===== src/rtl/cv32e40s_pkg.sv =====
// Shared types for the instruction fetch front end: the buffered fetch entry and small helpers.
package cv32e40s_pkg;

  typedef struct packed {
    logic [31:0] rdata;
    logic [31:0] addr;
    logic        err;
  } fetch_entry_t;

  localparam fetch_entry_t FETCH_ENTRY_RESET_VAL = '{rdata: 32'h0, addr: 32'h0, err: 1'b0};

  function automatic logic [31:0] word_align(input logic [31:0] a);
    return a & 32'hFFFF_FFFC;
  endfunction

  function automatic int unsigned wrap_inc(input int unsigned p, input int unsigned depth);
    return (p == depth - 1) ? 32'd0 : p + 32'd1;
  endfunction

endpackage


===== src/rtl/cv32e40s_fetch_fifo.sv =====
// Fetch response FIFO: DEPTH-entry synchronous queue with flush; head reads 0 while empty.
// Latency: a push is visible on head the following cycle (no bypass).
// Backpressure: none internally; the caller's credit scheme guarantees no push into a full FIFO.
module cv32e40s_fetch_fifo
  import cv32e40s_pkg::*;
#(
  parameter int DEPTH = 2
) (
  input  logic                       clk,
  input  logic                       rst_n,
  input  logic                       push,
  input  fetch_entry_t               push_data,
  input  logic                       pop,
  input  logic                       flush,
  output fetch_entry_t               head,
  output logic [$clog2(DEPTH+1)-1:0] cnt,
  output logic                       empty,
  output logic                       full
);

  localparam int CW = $clog2(DEPTH + 1);
  localparam int AW = $clog2(DEPTH);

  fetch_entry_t  mem_q [DEPTH];
  logic [AW-1:0] wr_q;
  logic [AW-1:0] rd_q;
  logic [CW-1:0] cnt_q;
  logic          do_pop;

  assign empty  = (cnt_q == '0);
  assign full   = (cnt_q == CW'(DEPTH));
  assign do_pop = pop && !empty;
  assign cnt    = cnt_q;
  assign head   = empty ? FETCH_ENTRY_RESET_VAL : mem_q[rd_q];

  always_ff @(posedge clk or negedge rst_n) begin
    if (!rst_n) begin
      wr_q  <= '0;
      rd_q  <= '0;
      cnt_q <= '0;
    end else if (flush) begin
      wr_q  <= '0;
      rd_q  <= '0;
      cnt_q <= '0;
    end else begin
      if (push)   wr_q <= AW'(wrap_inc(32'(wr_q), DEPTH));
      if (do_pop) rd_q <= AW'(wrap_inc(32'(rd_q), DEPTH));
      cnt_q <= cnt_q + CW'(push) - CW'(do_pop);
    end
  end

  always_ff @(posedge clk) begin
    if (push && !flush) mem_q[wr_q] <= push_data;
  end

endmodule


===== src/rtl/cv32e40s_fetch_req_ctrl.sv =====
// Fetch request controller: word-sequential OBI requests, credit-limited, stale responses dropped after branch (option CV32E40S_FETCH_STOP_ON_ERR_EN stops fetching after a bus error).
// Latency: response visible on fetch_* one cycle after resp_valid_i; first request the cycle after branch_i.
// Backpressure: trans_* held until accepted; responses never stalled; fetch_ready_i low throttles requests via credit.
module cv32e40s_fetch_req_ctrl
  import cv32e40s_pkg::*;
#(
  parameter int DEPTH = 2
) (
  input  logic        clk,
  input  logic        rst_n,
  input  logic        prefetch_en_i,
  input  logic        branch_i,
  input  logic [31:0] branch_addr_i,
  output logic        trans_valid_o,
  input  logic        trans_ready_i,
  output logic [31:0] trans_addr_o,
  input  logic        resp_valid_i,
  input  logic [31:0] resp_rdata_i,
  input  logic        resp_err_i,
  output logic        fetch_valid_o,
  input  logic        fetch_ready_i,
  output logic [31:0] fetch_rdata_o,
  output logic [31:0] fetch_addr_o,
  output logic        fetch_err_o,
  output logic        busy_o
);

  localparam int CW = $clog2(DEPTH + 1);
  localparam int AW = $clog2(DEPTH);

  logic [31:0]   addr_q;
  logic          started_q;
  logic [CW-1:0] outst_q;
  logic [CW-1:0] outst_next;
  logic [CW-1:0] discard_q;
  logic [CW-1:0] fifo_cnt;
  logic [CW:0]   credit_used;
  logic [31:0]   iaq_q [DEPTH];
  logic [AW-1:0] iaq_wr_q;
  logic [AW-1:0] iaq_rd_q;
  logic          accept;
  logic          push;
  logic          pop;
  logic          stop;
  logic          fifo_empty;
  logic          fifo_full;
  fetch_entry_t  push_entry;
  fetch_entry_t  head;

`ifdef CV32E40S_FETCH_STOP_ON_ERR_EN
  logic stop_q;

  always_ff @(posedge clk or negedge rst_n) begin
    if (!rst_n)                 stop_q <= 1'b0;
    else if (branch_i)          stop_q <= 1'b0;
    else if (push && resp_err_i) stop_q <= 1'b1;
  end

  assign stop = stop_q;
`else
  assign stop = 1'b0;
`endif

  assign credit_used   = {1'b0, outst_q} + {1'b0, fifo_cnt};
  assign trans_valid_o = prefetch_en_i && started_q && !branch_i && !stop
                         && (credit_used < (CW+1)'(DEPTH));
  assign trans_addr_o  = addr_q;
  assign accept        = trans_valid_o && trans_ready_i;
  assign outst_next    = outst_q + CW'(accept) - CW'(resp_valid_i);
  assign push          = resp_valid_i && (discard_q == '0) && !branch_i;
  assign pop           = fetch_valid_o && fetch_ready_i && !branch_i;
  assign push_entry    = '{rdata: resp_rdata_i, addr: iaq_q[iaq_rd_q], err: resp_err_i};
  assign busy_o        = (outst_q != '0) || (discard_q != '0);

  // Responses return in order, so every response (kept or dropped) retires the oldest issue address.
  always_ff @(posedge clk or negedge rst_n) begin
    if (!rst_n) begin
      addr_q    <= '0;
      started_q <= 1'b0;
      outst_q   <= '0;
      discard_q <= '0;
      iaq_wr_q  <= '0;
      iaq_rd_q  <= '0;
    end else begin
      outst_q <= outst_next;
      if (accept) begin
        addr_q   <= addr_q + 32'd4;
        iaq_wr_q <= AW'(wrap_inc(32'(iaq_wr_q), DEPTH));
      end
      if (resp_valid_i) iaq_rd_q <= AW'(wrap_inc(32'(iaq_rd_q), DEPTH));
      // Everything still in flight once this cycle settles belongs to the old stream.
      if (branch_i) begin
        addr_q    <= word_align(branch_addr_i);
        started_q <= 1'b1;
        discard_q <= outst_next;
      end else if (resp_valid_i && (discard_q != '0)) begin
        discard_q <= discard_q - CW'(1);
      end
    end
  end

  always_ff @(posedge clk) begin
    if (accept) iaq_q[iaq_wr_q] <= addr_q;
  end

  cv32e40s_fetch_fifo #(.DEPTH(DEPTH)) u_fifo (
    .clk       (clk),
    .rst_n     (rst_n),
    .push      (push),
    .push_data (push_entry),
    .pop       (pop),
    .flush     (branch_i),
    .head      (head),
    .cnt       (fifo_cnt),
    .empty     (fifo_empty),
    .full      (fifo_full)
  );

  assign fetch_valid_o = !fifo_empty;
  assign fetch_rdata_o = head.rdata;
  assign fetch_addr_o  = head.addr;
  assign fetch_err_o   = head.err;

  a_no_overflow:  assert property (@(posedge clk) disable iff (!rst_n) !(push && fifo_full && !pop));
  a_no_underflow: assert property (@(posedge clk) disable iff (!rst_n) resp_valid_i |-> (outst_q != '0));
  a_credit_max:   assert property (@(posedge clk) disable iff (!rst_n) accept |-> (credit_used < (CW+1)'(DEPTH)));

endmodule


===== config.mk =====
export PLATFORM = sky130hd
export DESIGN_NAME = cv32e40s_fetch_req_ctrl
export DESIGN_NICKNAME = d
export VERILOG_FILES = /design/src/rtl/cv32e40s_pkg.sv /design/src/rtl/cv32e40s_fetch_fifo.sv /design/src/rtl/cv32e40s_fetch_req_ctrl.sv
export SDC_FILE = /design/constraint.sdc
export NUM_CORES = 1
export LEC_CHECK = 0
export CAP_MARGIN = 30
export CORE_MARGIN = 2
export CORE_UTILIZATION = 28
export DETAILED_ROUTE_END_ITERATION = 10
export GPL_ROUTABILITY_DRIVEN = 0
export SYNTH_ARGS = -nofsm -noshare
export SYNTH_HDL_FRONTEND = slang
export SYNTH_SLANG_ARGS = --single-unit

===== constraint.sdc =====
create_clock -name clk -period 5.35 [get_ports clk]
set_input_delay 1.3375 -clock clk [delete_from_list [all_inputs] [get_ports clk]]
set_output_delay 1.3375 -clock clk [all_outputs]
set_load 0.05 [all_outputs]

Word-level counts from Yosys, hierarchy flattened. Memory sizes are Yosys's and may differ from the RTL's. Index checks and enable logic that the tools add are counted.

Output and inout port bits: 100. Memory bits (writable): 194. Memories: 2. Flip-flop bits (word level): 43. Word-level logic and storage cells: 63.

Reductions and logical operators: 22. Multiplexer cells: 18. Add/subtract/negate cells: 11. Magnitude comparators: 1.

Memories: u_fifo.mem_q (words 2, bits a word 65, read ports 1, clocked after Yosys merged registers in 0, write ports 1, RTL line cv32e40s_fetch_fifo.sv:24) `fetch_entry_t mem_q [DEPTH];`; iaq_q (words 2, bits a word 32, read ports 1, clocked after Yosys merged registers in 0, write ports 1, RTL line cv32e40s_fetch_req_ctrl.sv:38) `logic [31:0] iaq_q [DEPTH];`.

Operators with widths (count): $mux W65 (1); $mux W32 (2); $add A32 B3 Y32 const B (1); $mux W1 (12); $reduce_bool A2 Y1 (6); $logic_and A1 B1 Y1 (11); $mux W2 (3); $add A1 B1 Y1 const B (4); $add A2 B1 Y2 (2); $logic_not A2 Y1 (2); $sub A2 B1 Y2 (2); $add A2 B2 Y3 (1); $lt A3 B2 Y1 const B (1); $logic_not A1 Y1 (2); $sub A2 B1 Y2 const B (1); $logic_or A1 B1 Y1 (1).

Depth between registers and ports, before layout. Gate-level depths: netlist of the first run.

Depth after elaboration: 7. Depth in mapped cells: 14. Gate-level depth less buffers: 12.

Cells and area by module. Synthesis of the first run repeated with hierarchy kept, for this count alone.

Cell total of the unflattened synthesis: 641. Area, all modules: 9545.4 sq um.

Modules (own cells, without submodules): cv32e40s_fetch_fifo (cells an instance 296, seq. area each 4003.8 sq um, instances 1, area an instance 5193.7 sq um); cv32e40s_fetch_req_ctrl (cells an instance 345, seq. area each 2727.6 sq um, instances 1, area an instance 4351.7 sq um).

Worst setup path after synthesis of the first run. Ideal clock, no wire load.

Kind: input -> register. Start point: in branch_i. End point: mem u_fifo.mem_q[0][0] (netlist name), enable pin. Arrival time: 6.074 ns. Path slack: -1.286 ns. Setup time: 0.562 ns. Stages on the path: 3. Cell sequence: clkbuf_1 clkbuf_1 nor3_1.

Word-level cells in the longest chain between the ends: 5.

Ends and longest elaborated chain: start: declaration (RTL line cv32e40s_fetch_req_ctrl.sv:12) `input logic branch_i,`; $logic_not A1 Y1 (*) (RTL line cv32e40s_fetch_fifo.sv:53, cv32e40s_fetch_req_ctrl.sv:70); $logic_and A1 B1 Y1 (RTL line cv32e40s_fetch_req_ctrl.sv:70) `assign push = resp_valid_i && (discard_q == '0) && !branch_i;`; $logic_and A1 B1 Y1 (*) (RTL line cv32e40s_fetch_fifo.sv:53) `if (push && !flush) mem_q[wr_q] <= push_data;`; $mux W1 (*) (RTL line cv32e40s_fetch_fifo.sv:53); $mux W1 (implied by the code) (*) (RTL line cv32e40s_fetch_fifo.sv:53); end: declaration (RTL line cv32e40s_fetch_fifo.sv:24).

Every way passes the cells marked *; elsewhere a longest branch is shown, timed or not.

Final worst setup path of the first run.
Start point: reg u_fifo.cnt_q[1] (netlist: u_fifo.cnt[1]). End point: out fetch_addr_o[13].

Word-level cells in the longest chain between the ends: 2.

Ends and longest elaborated chain: start: declaration (RTL line cv32e40s_fetch_fifo.sv:27) `logic [CW-1:0] cnt_q;`; start signal: assignment (RTL line cv32e40s_fetch_fifo.sv:48) `cnt_q <= cnt_q + CW'(push) - CW'(do_pop);`; $logic_not A2 Y1 (RTL line cv32e40s_fetch_fifo.sv:30) `assign empty = (cnt_q == '0);`; $mux W65 (RTL line cv32e40s_fetch_fifo.sv:34) `assign head = empty ? FETCH_ENTRY_RESET_VAL : mem_q[rd_q];`; end: declaration (RTL line cv32e40s_fetch_req_ctrl.sv:23) `output logic [31:0] fetch_addr_o,`.

No other way between the ends.

==> results of run 1 <==
## logic make-up after synthesis
group | after synthesis | share of synthesized area [%]
AND/OR/NAND/NOR | 179 | 8.73
XOR/XNOR | 13 | 1.23
adder cells (fa/ha/maj) | 7 | 1.03
buffers and inverters | 44 | 2.06
multiplexers | 96 | 10.8
other | 1 | 0.0406
flip-flops | 227 | 71.5
AO/OA/AOI/OAI | 60 | 4.60
## stage by stage
step | std cells | instance area (µm²)
2_1_floorplan | 630 | 9260
3_3_place_gp | 1219 | 11500
3_5_place_dp | 1222 | 11500
4_1_cts | 1271 | 12400
5_1_grt | 1272 | 12400
6_report | 1272 | 12400
## power by group through the flow
stage | sequential [W] | combinational, W | clock [W]
after floorplan | 0.00237 | 0.00106 | 0
after global placement | 0.00237 | 0.00167 | 0
after detailed placement | 0.00238 | 0.00169 | 0
after CTS | 0.00234 | 0.00169 | 0.00185
after global routing | 0.00233 | 0.00182 | 0.00192
final | 0.00230 | 0.00171 | 0.00180
## sequential cells by signal, summed over array words and instances, names as in the netlist
register      count
iaq_q            60
started_q         1
trans_addr_o     30
u_fifo.wr_q       1
discard_q         2
iaq_wr_q          1
u_fifo.rd_q       1
u_fifo.cnt        2
u_fifo.mem_q    126
iaq_rd_q          1
outst_q           2
## critical path, delay by kind of cell, from the launching register on
kind                   cells  cell delay [ns]
AND/OR/NAND/NOR            2             0.79
flip-flops                 1             0.45
buffers and inverters      2             1.15
## Yosys cell counts (all sizes together), types with 4 or more instances
cell    number
o21ai       17
ha           6
edfxtp     186
inv         11
dfrtp       41
a32oi        4
nand2       37
buf          8
and2         6
xnor2        5
mux2        30
a21oi        4
o211ai      10
clkbuf      24
nor2        84
a22oi        4
nand4       12
nand3       19
xor2         8
o311ai       9
mux2i       66
nor3         4
## final timing paths
kind                               start          endpoint  slack, ns  depth (start not counted)
min in group asynchronous          rst_n   trans_addr_o[4]       0.68                          1
hold reg to reg                started_q         started_q       0.47                          1
setup reg to reg           u_fifo.cnt[0]       iaq_q[1][8]       1.91                          7
max in group asynchronous          rst_n       u_fifo.rd_q       4.19                          2
setup / recovery           u_fifo.cnt[1]  fetch_addr_o[13]       1.07                          4
hold / removal                 started_q         started_q       0.47                          1
## routing by layer
metal | up-vias | wire (µm)
met1 | 2788 | 9790
met4 | 2 | 363
met2 | 182 | 10600
li1 | 2729 | -
met5 | - | 8
met3 | 39 | 1380
## area by class of cell
cell class	count	area [µm²]
Sequential cell	227	6620
Fill cell	3118	20100
Multi-Input combinational cell	359	2480
Clock buffer	34	722
Timing Repair Buffer	183	1850
Inverter	12	47.5
Clock inverter	15	165
Tap cell	442	553
==> results.yml, run 1 <==
clock_network:
  cts_root_buffer: "clkbuf_16"
  cts_sinks: 227
  cts.repair.resized: 0
  htreeDepth: 1
  ctsHoldBuffers: 0
  clk_pin_slew_ns: 0.06
  postCtsSetupBuffers: 0
  clockBufferDepth: 3
  cts_tree: "done"
  cts-buffers-inserted: 27
  clock_latency_ns: 0.53
final_layout:
  utilization_pct: 38.2
  nNetsFinal: 889
  final_cell_mix: "edfxtp_1 (186), clkdlybuf4s50_1 (163), nor2_1 (82)"
  final_common_cell: "edfxtp_1"
  area_growth_syn_to_layout_pct: 34.5
  antennaDiodeCount: 0
  drive_gt1_share_pct: 12.7
timing:
  setup_viol: 0
  clock.fmax_ghz: 0.234
  slew_viol_final: 0
  fin_crit_sh_pct: 80.0
  period_needed_ns: 4.28
  rsz0062_at_grt: "no"
  finClkSkew_ns: 0.00917
  fin_setup_tns_ns: 0
  relSlewSlack_pct: 41.6
  worst_slew_pin_slew_ns: 0.874
  hold_viol_final: 0
  worst_slack_ns: 1.07
  whs_ns: 0.466
power:
  switching_power_w: 0.00194
  power_frac_seq_pct: 39.6
  powerDensity_nw_per_um2: 467
  comb_power_share_pct: 29.4
  switching_share_pct: 33.4
  p_total_w: 0.00580
  leakage_nw: 4.20
  ir_worst_vdd_mv: 0.233
  power.share.clock_pct: 31.0
  p_int_w: 0.00387
global_route:
  antenna_found_initial: 1
  met3_usage_pct: 2.88
  busiest_layer: "met2"
  overflow: 0
  grt_pass1_vias: 5804
  use_met2_pct: 21.7
  grtUsageMet1_pct: 16.4
  grt_usage_pct: 12.7
  grt_pass1_wl_um: 33300
  grt_max_degree: 50
yosys:
  synth_edf_count: 186
  synth.top_cell.area_share_pct: 60.4
  syn_avg_cell_area_um2: 14.7
  synth_top_area_cell: "edfxtp_1"
  synth_warnings: 0
  async_flop_share_pct: 18.1
  synth_cell_types: 45
  netlist_area_um2: 9250
  ys_seq_area_share_pct: 71.5
  synth_area_leaders: "edfxtp_1 (60%), dfrtp_1 (11%), mux2i_1 (7.1%)"
  syn_inst: 627
  synth_flop_cell: "edfxtp_1"
  ys_seq_elements: 227
setup_path:
  path_class: "register to primary output"
  worstPathMaxFanout: 31
  path_cells: "nor2_4 -> buf_4 -> nor2_1 -> clkdlybuf4s50_1"
  cp_slowest_cell: "clkdlybuf4s50_1"
  cp_data_arrival_time_ns: 2.94
  critPathRequiredTime_ns: 4.01
  start_kind: "register"
  end_kind: "primary output"
  cpPeakStageDelay_ns: 0.76
routing:
  antenna_left: 0
  route.detailed.drc: 0
  first_pass_iters: 5
  vias_per_cell: 4.51
  drtIter0Drc: 255
  vias: 5740
  finalWirelength_um: 22100
  wire_per_inst_um: 17.4
die:
  die-area_um2: 34500
  fp-row-count: 66
  core_area_um2: 32500
  die_y_um: 186
  ios: 172
  start_util_pct: 28.4
  fp.dieW_um: 186
flow_run:
  cap_viol_max_count: 0
placement:
  port_buffers: 165
  dp_hpwl_um: 14600
  post-place-ws_ns: 1.30
outcome:
  outcome: "finished, final reports clean"
hold_path:
  holdCritPathClass: "register to register"
No activity file was read; power rests on OpenSTA's default activity.
==> run 2: changes to the inputs <==
- clock period: 5.35 -> 3.63 ns (I/O delays scaled with it)
==> run 2 against run 1 <==
- via count rose by 0.87%
- non-clock buffer count rose by 5
- clock power rose by 47%
- worst hold slack got worse by 0.13 ns
- clock-buffer cell count rose by 4
- critical path depth unchanged
- sequential share of layout area is 0.16 points lower
- die area did not move
- design area increased by 0.30%
- critical endpoint is now fetch_rdata_o[8]
- sequential cell count stayed put
==> results.yml, run 2 (synthesis gave the netlist of run 1 again) <==
clock_network:
  cts_tree: "done"
  cts-buffers-inserted: 27
  cts_root_buffer: "clkbuf_16"
  clockBufferDepth: 3
  clk_pin_slew_ns: 0.06
  clock_latency_ns: 0.52
  postCtsSetupBuffers: 0
  cts_sinks: 227
  htreeDepth: 1
timing:
  slew_viol_final: 0
  relSlewSlack_pct: 32.8
  clock.fmax_ghz: 0.286
  fin_setup_tns_ns: 0
  hold_viol_final: 0
  fin_crit_sh_pct: 96.5
  worst_slew_pin_slew_ns: 1.00
  setup_viol: 0
  rsz0062_at_grt: "no"
  finClkSkew_ns: 0.0161
  period_needed_ns: 3.50
final_layout:
  drive_gt1_share_pct: 12.9
  antennaDiodeCount: 0
  fillerInstances: 3119
  largest_register_ffs: 126
  final_common_cell: "edfxtp_1"
  area_growth_syn_to_layout_pct: 34.9
  multi_input_area_um2: 2480
  final_cell_mix: "edfxtp_1 (186), clkdlybuf4s50_1 (160), nor2_1 (82)"
  nNetsFinal: 894
  stdcell_count: 1277
  final-seq-area_um2: 6620
  utilization_pct: 38.3
  largest-register: "u_fifo.mem_q"
placement:
  dp.cells: 1228
  dp_hpwl_um: 14800
  port_buffers: 165
global_route:
  grt_usage_pct: 12.8
  grt_pass1_wl_um: 33500
  overflow: 0
  antenna_found_initial: 0
  grt_max_degree: 64
  grt_pass1_vias: 5641
setup_path:
  path_class: "register to primary output"
  end_kind: "primary output"
  cpPeakStageDelay_ns: 0.82
  crit_start: "u_fifo.rd_q"
  cp_slowest_cell: "clkdlybuf4s50_1"
  cp_data_arrival_time_ns: 2.60
  critPathRequiredTime_ns: 2.72
  worstPathMaxFanout: 28
  r2r_start: "u_fifo.cnt[0]"
  path_cells: "buf_12 -> mux2i_1 -> nor2_1 -> clkdlybuf4s50_1"
  start_kind: "register"
flow_run:
  cap_viol_max_count: 0
routing:
  finalWirelength_um: 22500
  drtIter0Drc: 240
  antenna_left: 0
  vias: 5790
  vias_per_cell: 4.53
  route.detailed.drc: 0
  first_pass_iters: 4
  wire_per_inst_um: 17.6
die:
  fp-row-count: 66
  core_area_um2: 32500
  fp.dieW_um: 186
  die_y_um: 186
  start_util_pct: 28.4
  die-area_um2: 34500
  ios: 172
power:
  leakage_nw: 4.26
  ir_worst_vdd_mv: 0.313
  powerDensity_nw_per_um2: 688
outcome:
  outcome: "finished, final reports clean"
hold_path:
  holdCritPathClass: "input port to async pin"
==> run 2: layout make-up <==
type,instances,area share [%]
Sequential cell,227,53.1
Clock inverter,11,0.823
Timing Repair Buffer,188,15.1
Multi-Input combinational cell,359,19.9
Inverter,12,0.381
Tap cell,442,4.44
Clock buffer,38,6.32
==> run 2: path summary, 6_finish.rpt <==
kind	to	slack, ns	depth (start not counted)
worst max register to register	trans_addr_o[13]	0.46	8
min in group clk	started_q	0.46	1
max in group asynchronous	u_fifo.rd_q	2.77	2
worst min-delay path	discard_q[0]	0.34	1
worst min register to register	started_q	0.46	1
worst max-delay path	fetch_rdata_o[8]	0.13	4
==> run 2: repair_timing <==
item	in CTS	in global routing
gates resized for setup	0	2
endpoints found under the setup margin	0	2
hold buffers	0	0
hold endpoints to repair	0	0
==> run 2: per-layer routing <==
metal	vias up	global-route usage [%]	wire (µm)
met5	-	0	0
met4	0	3.59	401
met3	27	3.21	1780
met2	178	20.7	10500
met1	2858	17.1	9830
li1	2727	-	-
==> run 2: worst max-delay path: cells and delay by family, from the launching register on <==
family	cells	cell delay, ns
multiplexers	1	0.11
AND/OR/NAND/NOR	1	0.13
buffers and inverters	2	1.11
flip-flops	1	0.70
==> run 2: power by group <==
group / switching, W / internal [W]
Combinational: 0.00165 / 0.000916
Clock: 0.00101 / 0.00164
Sequential: 0.000196 / 0.00317
Total: 0.00285 / 0.00573
==> run 2: through the flow <==
step | area [µm²] | hold WS [ns] | total power, W | setup WS, ns
after floorplan | 9270 | 0.427 | 0.00506 | 0.112
after global placement | 11600 | 0.444 | 0.00598 | 0.458
after detailed placement | 11600 | 0.454 | 0.00601 | 0.438
after CTS | 12500 | 0.326 | 0.00871 | 0.0634
after global routing | 12500 | 0.346 | 0.00897 | 0.00859
final | 12500 | 0.336 | 0.00858 | 0.127
